===== src/rtl/mrd_source_if.sv =====
// mrd_source_if
// Stream bundle between the mixed-radix DFT core and the receive endpoint.
// Input side: valid/ready handshake, sop/eop framing, signed real/imag
// samples, a block exponent and the DFT size. Output side: valid/ready
// handshake, sop/eop framing, denormalized real/imag and the DFT size.
// Modports:
//   master - stream producer / consumer side (DFT core, testbench)
//   slave  - mrd_source_rx side
interface mrd_source_if #(
    parameter int IN_W  = 18,
    parameter int OUT_W = 24
);
    logic                    in_valid;
    logic                    in_ready;
    logic                    in_sop;
    logic                    in_eop;
    logic signed [IN_W-1:0]  in_real;
    logic signed [IN_W-1:0]  in_imag;
    logic [3:0]              in_exp;
    logic [11:0]             in_dftpts;

    logic                    out_valid;
    logic                    out_ready;
    logic                    out_sop;
    logic                    out_eop;
    logic signed [OUT_W-1:0] out_real;
    logic signed [OUT_W-1:0] out_imag;
    logic [11:0]             out_dftpts;

    modport master (
        output in_valid, in_sop, in_eop, in_real, in_imag, in_exp, in_dftpts,
        input  in_ready,
        input  out_valid, out_sop, out_eop, out_real, out_imag, out_dftpts,
        output out_ready
    );

    modport slave (
        input  in_valid, in_sop, in_eop, in_real, in_imag, in_exp, in_dftpts,
        output in_ready,
        output out_valid, out_sop, out_eop, out_real, out_imag, out_dftpts,
        input  out_ready
    );
endinterface


===== src/rtl/mrd_source_rx.sv =====
// mrd_source_rx
// Receive-side endpoint of the mixed-radix DFT output stream. Checks frame
// integrity against the DFT size latched on sop, denormalizes each sample by
// the block exponent (sample << exp) and re-emits it through a 2-entry
// output buffer with backpressure.
// Ports:
//   clk, rst_n  - clock, asynchronous active-low reset
//   s           - mrd_source_if.slave (input stream in_*, output stream out_*)
//   err_pulse   - one-cycle pulse per framing error
//   frame_cnt   - frames emitted with out_eop (wraps)
// Configuration macro:
//   MRD_RX_SAT_EN - when defined, denormalized samples saturate to the
//                   OUT_W signed range; otherwise the low OUT_W bits are kept.
//
// state | meaning
// IDLE  | waiting for a sop beat
// RUN   | inside a frame, counting beats against the latched DFT size
// DROP  | discarding beats until an eop beat is accepted
module mrd_source_rx #(
    parameter int IN_W  = 18,
    parameter int OUT_W = 24
) (
    input  logic        clk,
    input  logic        rst_n,
    mrd_source_if.slave s,
    output logic        err_pulse,
    output logic [15:0] frame_cnt
);

    localparam int EW = OUT_W + 15;

    typedef enum logic [1:0] {
        S_IDLE = 2'd0,
        S_RUN  = 2'd1,
        S_DROP = 2'd2
    } state_t;

    typedef struct packed {
        logic             sop;
        logic             eop;
        logic [11:0]      dft;
        logic [OUT_W-1:0] re;
        logic [OUT_W-1:0] im;
    } ent_t;

    state_t      state, nstate;
    logic [11:0] cnt, cnt_d, cnt_n;
    logic [3:0]  exp_q, exp_use;
    logic [11:0] dft_q;
    logic        acc, push, pop, p_sop, p_eop, err_set, latch;
    logic [1:0]  occ;
    logic        rdy_en;
    ent_t        e0, e1, new_ent;

    function automatic logic [OUT_W-1:0] denorm(input logic signed [IN_W-1:0] x,
                                                input logic [3:0] e);
`ifdef MRD_RX_SAT_EN
        logic signed [EW-1:0] w;
        w = EW'(x);
        w = w <<< e;
        if (w[EW-1:OUT_W-1] == {(EW-OUT_W+1){w[EW-1]}})
            return w[OUT_W-1:0];
        else if (w[EW-1])
            return {1'b1, {(OUT_W-1){1'b0}}};
        else
            return {1'b0, {(OUT_W-1){1'b1}}};
`else
        // The low OUT_W bits of the wide shift depend only on the low OUT_W
        // bits of the sign-extended input, so shift at OUT_W directly.
        logic signed [OUT_W-1:0] w;
        w = OUT_W'(x);
        w = w <<< e;
        return w;
`endif
    endfunction

    assign acc        = s.in_valid && s.in_ready;
    assign s.in_ready = rdy_en && (occ != 2'd2);
    assign s.out_valid = (occ != 2'd0);
    assign pop        = s.out_valid && s.out_ready;
    assign cnt_n      = cnt + 12'd1;
    // On the sop beat the exponent has not been latched yet.
    assign exp_use    = (state == S_IDLE) ? s.in_exp : exp_q;

    assign s.out_sop    = e0.sop;
    assign s.out_eop    = e0.eop;
    assign s.out_dftpts = e0.dft;
    assign s.out_real   = e0.re;
    assign s.out_imag   = e0.im;

    always_comb begin
        new_ent.sop = p_sop;
        new_ent.eop = p_eop;
        new_ent.dft = (state == S_IDLE) ? s.in_dftpts : dft_q;
        new_ent.re  = denorm(s.in_real, exp_use);
        new_ent.im  = denorm(s.in_imag, exp_use);
    end

    always_comb begin
        nstate  = state;
        cnt_d   = cnt;
        push    = 1'b0;
        p_sop   = 1'b0;
        p_eop   = 1'b0;
        err_set = 1'b0;
        latch   = 1'b0;
        case (state)
            S_IDLE: begin
                if (acc) begin
                    if (s.in_sop) begin
                        latch = 1'b1;
                        cnt_d = 12'd1;
                        if (s.in_dftpts == 12'd0) begin
                            err_set = 1'b1;
                            nstate  = S_DROP;
                        end else begin
                            push  = 1'b1;
                            p_sop = 1'b1;
                            if (s.in_dftpts == 12'd1) begin
                                p_eop = 1'b1;
                                if (!s.in_eop) begin
                                    err_set = 1'b1;
                                    nstate  = S_DROP;
                                end
                            end else if (s.in_eop) begin
                                p_eop   = 1'b1;
                                err_set = 1'b1;
                            end else begin
                                nstate = S_RUN;
                            end
                        end
                    end else begin
                        err_set = 1'b1;
                    end
                end
            end
            S_RUN: begin
                if (acc) begin
                    if (s.in_sop) begin
                        err_set = 1'b1;
                        nstate  = S_DROP;
                    end else begin
                        push  = 1'b1;
                        cnt_d = cnt_n;
                        if (cnt_n == dft_q) begin
                            p_eop = 1'b1;
                            if (s.in_eop) begin
                                nstate = S_IDLE;
                            end else begin
                                err_set = 1'b1;
                                nstate  = S_DROP;
                            end
                        end else if (s.in_eop) begin
                            p_eop   = 1'b1;
                            err_set = 1'b1;
                            nstate  = S_IDLE;
                        end
                    end
                end
            end
            S_DROP: begin
                if (acc && s.in_eop)
                    nstate = S_IDLE;
            end
            default: nstate = S_IDLE;
        endcase
    end

    always_ff @(posedge clk or negedge rst_n) begin
        if (!rst_n) begin
            state     <= S_IDLE;
            cnt       <= 12'd0;
            exp_q     <= 4'd0;
            dft_q     <= 12'd0;
            err_pulse <= 1'b0;
        end else begin
            state     <= nstate;
            cnt       <= cnt_d;
            err_pulse <= err_set;
            if (latch) begin
                exp_q <= s.in_exp;
                dft_q <= s.in_dftpts;
            end
        end
    end

    // e0 is the head entry and drives the outputs directly. A push while
    // occupancy is 2 cannot happen because in_ready is low then.
    always_ff @(posedge clk or negedge rst_n) begin
        if (!rst_n) begin
            occ       <= 2'd0;
            e0        <= '0;
            e1        <= '0;
            rdy_en    <= 1'b0;
            frame_cnt <= 16'd0;
        end else begin
            rdy_en <= 1'b1;
            if (pop && e0.eop)
                frame_cnt <= frame_cnt + 16'd1;
            case ({push, pop})
                2'b10: begin
                    if (occ == 2'd0) e0 <= new_ent;
                    else             e1 <= new_ent;
                    occ <= occ + 2'd1;
                end
                2'b01: begin
                    if (occ == 2'd2) e0 <= e1;
                    occ <= occ - 2'd1;
                end
                2'b11: begin
                    e0 <= new_ent;
                end
                default: ;
            endcase
        end
    end

endmodule


===== src/flat_wrapper.sv =====
// flat-port wrapper written by rule: the top's interface ports become plain ports
module mrd_source_rx_flat 
#(
    parameter int IN_W  = 18,
    parameter int OUT_W = 24
)
  (clk, rst_n, err_pulse, frame_cnt, s_in_valid, s_in_sop, s_in_eop, s_in_real, s_in_imag, s_in_exp, s_in_dftpts, s_in_ready, s_out_valid, s_out_sop, s_out_eop, s_out_real, s_out_imag, s_out_dftpts, s_out_ready);
  mrd_source_if #(.IN_W(IN_W), .OUT_W(OUT_W)) s_i ();
  input  logic clk;
  input  logic rst_n;
  output logic err_pulse;
  output logic [15:0] frame_cnt;
  input wire logic [$bits(s_i.in_valid)-1:0] s_in_valid;
  input wire logic [$bits(s_i.in_sop)-1:0] s_in_sop;
  input wire logic [$bits(s_i.in_eop)-1:0] s_in_eop;
  input wire logic [$bits(s_i.in_real)-1:0] s_in_real;
  input wire logic [$bits(s_i.in_imag)-1:0] s_in_imag;
  input wire logic [$bits(s_i.in_exp)-1:0] s_in_exp;
  input wire logic [$bits(s_i.in_dftpts)-1:0] s_in_dftpts;
  output wire logic [$bits(s_i.in_ready)-1:0] s_in_ready;
  output wire logic [$bits(s_i.out_valid)-1:0] s_out_valid;
  output wire logic [$bits(s_i.out_sop)-1:0] s_out_sop;
  output wire logic [$bits(s_i.out_eop)-1:0] s_out_eop;
  output wire logic [$bits(s_i.out_real)-1:0] s_out_real;
  output wire logic [$bits(s_i.out_imag)-1:0] s_out_imag;
  output wire logic [$bits(s_i.out_dftpts)-1:0] s_out_dftpts;
  input wire logic [$bits(s_i.out_ready)-1:0] s_out_ready;
  assign s_i.in_valid = s_in_valid;
  assign s_i.in_sop = s_in_sop;
  assign s_i.in_eop = s_in_eop;
  assign s_i.in_real = s_in_real;
  assign s_i.in_imag = s_in_imag;
  assign s_i.in_exp = s_in_exp;
  assign s_i.in_dftpts = s_in_dftpts;
  assign s_in_ready = s_i.in_ready;
  assign s_out_valid = s_i.out_valid;
  assign s_out_sop = s_i.out_sop;
  assign s_out_eop = s_i.out_eop;
  assign s_out_real = s_i.out_real;
  assign s_out_imag = s_i.out_imag;
  assign s_out_dftpts = s_i.out_dftpts;
  assign s_i.out_ready = s_out_ready;
  mrd_source_rx #(.IN_W(IN_W), .OUT_W(OUT_W)) u_core (.clk(clk), .rst_n(rst_n), .s(s_i), .err_pulse(err_pulse), .frame_cnt(frame_cnt));
endmodule

===== config.mk =====
export PLATFORM = sky130hd
export DESIGN_NAME = mrd_source_rx_flat
export DESIGN_NICKNAME = d
export VERILOG_FILES = /design/src/rtl/mrd_source_if.sv /design/src/rtl/mrd_source_rx.sv /design/src/flat_wrapper.sv
export SDC_FILE = /design/constraint.sdc
export NUM_CORES = 1
export LEC_CHECK = 0
export BUFFER_PORTS_ARGS = -buffer_cell sky130_fd_sc_hd__buf_4
export CAP_MARGIN = 10
export CORE_UTILIZATION = 63
export DETAILED_ROUTE_END_ITERATION = 6
export GPL_ROUTABILITY_DRIVEN = 0
export MAX_ROUTING_LAYER = met4
export PLACE_DENSITY_LB_ADDON = 0.05
export SETUP_SLACK_MARGIN = 0.05
export SLEW_MARGIN = 20
export SYNTH_ARGS = -nofsm -noshare
export SYNTH_HDL_FRONTEND = slang
export SYNTH_SLANG_ARGS = --single-unit
export TNS_END_PERCENT = 50

===== constraint.sdc =====
create_clock -name clk -period 5.8 [get_ports clk]
set_input_delay 0.87 -clock clk [delete_from_list [all_inputs] [get_ports clk]]
set_output_delay 0.87 -clock clk [all_outputs]
set_load 0.01 [all_outputs]

==> run metrics <==
CP most frequent cell a21oi_1; asr flop ratio synth 100%; Total Routing Usage GR 35.5%; die extent in x 127 um; Initial DRC Count between 800 and 900; Post-Syn Area around 9900 um^2; fin util 76.6%; setup TNS after final layout 0 ns; Routed WL per cell a little under 20 um; Detailed Routing Iterations Pass 1 6; drc violations 0; core area 15300 um^2; status finished clean; DIE AREA 16200 um^2; startpoint types flop; Post-CTS Setup Inserts 0; number of setup violations in the final report 0; f_max 0.215 GHz; Final min period 4.65 ns; VDD IR max 0.351 mV; PortBufs 138; PD cells 604 nW/um^2; Worst setup startpoint u_core.state[0]; sequential power share 29.9%; Crit. End Element flop; met1 usage 43.5%; Slew Limit Fails 0; met2 Usage GRT between 50% and 60%; share of cells above drive strength 1 25.1%; vias per inst roughly 6.4; worst slew pin tran 0.992 ns; post-route cell area 11700 um^2; largest net degree at the start of global routing 93; syn nets 1110; Seq. cell area 4350 um^2; Ys Warns 0; synthesized flop and latch total 174; clock tree sinks 174; Critical path buffers and inverters 1; logic gate share of total power 53.8%; CTS tree yes; final hold vios 0; total routed wirelength 27.1 mm; most frequent cells in the layout dfrtp_1, buf_4, nand2_1, o21ai_0, mux2_2; synthesis-to-layout area growth 17.9%; total power 0.00706 W; FF-to-FF Start u_core.state[0]; H-Tree Depth 4; arrival time worst endpoint 4.96 ns; Non-Filler Instances approximately 1.4k; clk root buf clkbuf_16; met3 GRT Util 5.53%; slowest CP cell dfrtp_1; Clock Power Share 16.3%; Pleak 5.31 nW; Max FO, Critical Path 20; Reg clk slew, reported paths 0.07 ns; R2R cell count 12; hold buffers post-CTS 0; clk_lat worst skew between 0.4 and 0.5 ns; vias in the first global route approximately 8.3k; Initial Util 65.0%; Critical Setup Path Class reg -> reg; dpl cells ~1.3k; Post-synth EDFFs 0; Inserted Clock Buffers 17; Worst path max stage delay just under 0.7 ns; internal power 0.00396 W; # nets final 1210; CP required 6.11 ns; sequential share of the synthesized area 43.9%; RR Endpoint u_core.s.out_real[17]; Syn Area/Cell 9.49 um^2; Yosys cell types 69; Synth Instances 1045; number of I/O pins 139; most frequently used flop master after synthesis dfrtp_1; Max Cap Violations 0; PostCTS Resize Cnt 0; grt ovf 0; HPWL after DPL 18.6 mm; hold crit path type in -> async; die height 127 um; RSZ-0062 raised after global routing false; crit path to u_core.s.out_real[17]; Multi-input gate area 5250 um^2; normalized max-slew margin 33.7%; Sw Ratio ~44%; CTS Buffer Depth 2; Rows 45; worst-path cell chain or3b_2 -> nor2_1 -> a21oi_1 -> ha_1 -> or3_1 -> nor4_1 -> a311oi_4 -> buf_8 -> or2_2 -> o21ai_0 -> a21oi_1 -> o221a_2; vias 8788; Cell Area, Placed 11100 um^2; ANT nets after route 0; initial antenna violation count 1; first-pass GRT wire length approximately 43 mm; Fillers 1072; GRT Max-Usage Layer met2; fin crit share 80.2%; skew final 0.0116 ns; Psw 0.00310 W; commonest non-fill, non-tap cell in the layout dfrtp_1; FF-to-FF setup slack 1.15 ns; Largest delay share family, worst path simple AND/OR/NAND/NOR gates; WP depth 12
-- kinds of logic (layout without fill, tap and decap cells) --
group,Yosys count,after routing,synth area share (%)
simple gates,320,320,15.3
fa+ha+maj,7,7,0.883
xor+xnor,30,30,2.65
compound gates,292,292,19.2
flops,174,174,43.9
other cells,1,2,0.0378
buf+inv,87,200,3.57
mux,134,134,14.4
-- through the flow --
stage | setup slack, ns | hold WS (ns)
after global placement | 1.10 | 0.454
after global routing | 0.991 | 0.493
after CTS | 1.23 | 0.477
after detailed placement | 1.01 | 0.463
final | 1.15 | 0.459
after floorplan | 1.95 | 0.442
-- how the worst min path moves through the flow --
stage	to	cells after the start	start
CTS	u_core.e1[29]	2	u_core.e1[29]
floorplan	u_core.e1[31]	2	u_core.e1[31]
detailed placement	u_core.e1[29]	2	u_core.e1[29]
global route	u_core.frame_cnt[15]	1	u_core.frame_cnt[15]
global placement	u_core.e1[7]	2	u_core.e1[7]
finish	u_core.cnt[8]	1	rst_n
-- per-layer routing --
layer | part of all wire [%] | vias to the layer above
li1 | - | 4007
met1 | 39 | 4261
met2 | 50 | 434
met3 | 6.6 | 86
met4 | 4.8 | 0
met5 | 0 | -
-- worst register-to-register path, stage by stage (launching register included) --
cell	delay, ns
dfrtp_1	0.69
or3b_2	0.57
nor2_1	0.58
a21oi_1	0.16
ha_1	0.28
or3_1	0.37
nor4_1	0.54
a311oi_4	0.22
buf_8	0.23
or2_2	0.40
o21ai_0	0.19
a21oi_1	0.06
o221a_2	0.25
-- cell type report --
cell class / instances / share of cell area (%)
antenna: 1 / 0.0214
clock buffer: 19 / 3.88
clock inverter: 13 / 1.19
inverter: 13 / 0.418
multi-input combinational: 784 / 44.9
sequential: 174 / 37.3
tap: 211 / 2.26
timing repair buffer: 155 / 10.1
-- sequential cells by signal, indices dropped and copies added, names as in the netlist --
signal and count:
u_core.e1 62, u_core.s.out_imag 24, u_core.s.out_real 24, u_core.frame_cnt 16, u_core.cnt 12, u_core.dft_q 12, u_core.s.out_dftpts 12, u_core.exp_q 4
u_core.occ 2, u_core.state 2, u_core.err_pulse 1, u_core.rdy_en 1, u_core.s.out_eop 1, u_core.s.out_sop 1
-- power groups by stage --
stage / logic, W / clock network, W / registers [W]
6_report: 0.00380 / 0.00115 / 0.00211
4_1_cts: 0.00373 / 0.00116 / 0.00210
3_3_place_gp: 0.00361 / 0 / 0.00209
2_1_floorplan: 0.00245 / 0 / 0.00208
3_5_place_dp: 0.00370 / 0 / 0.00211
5_1_grt: 0.00409 / 0.00121 / 0.00216
-- synthesized netlist by cell type, drive strengths merged (22+ instances only) --
master / count / area [um^2]
o21ai: 119 / 596
clkbuf: 52 / 196
xnor2: 22 / 193
nand2: 147 / 552
buf: 22 / 109
mux2i: 63 / 631
nand3: 31 / 155
mux2: 71 / 800
dfrtp: 174 / 4350
nor2: 46 / 173
a21oi: 42 / 210
a22oi: 26 / 200
Note: power is estimated with default switching activity, not from simulation.
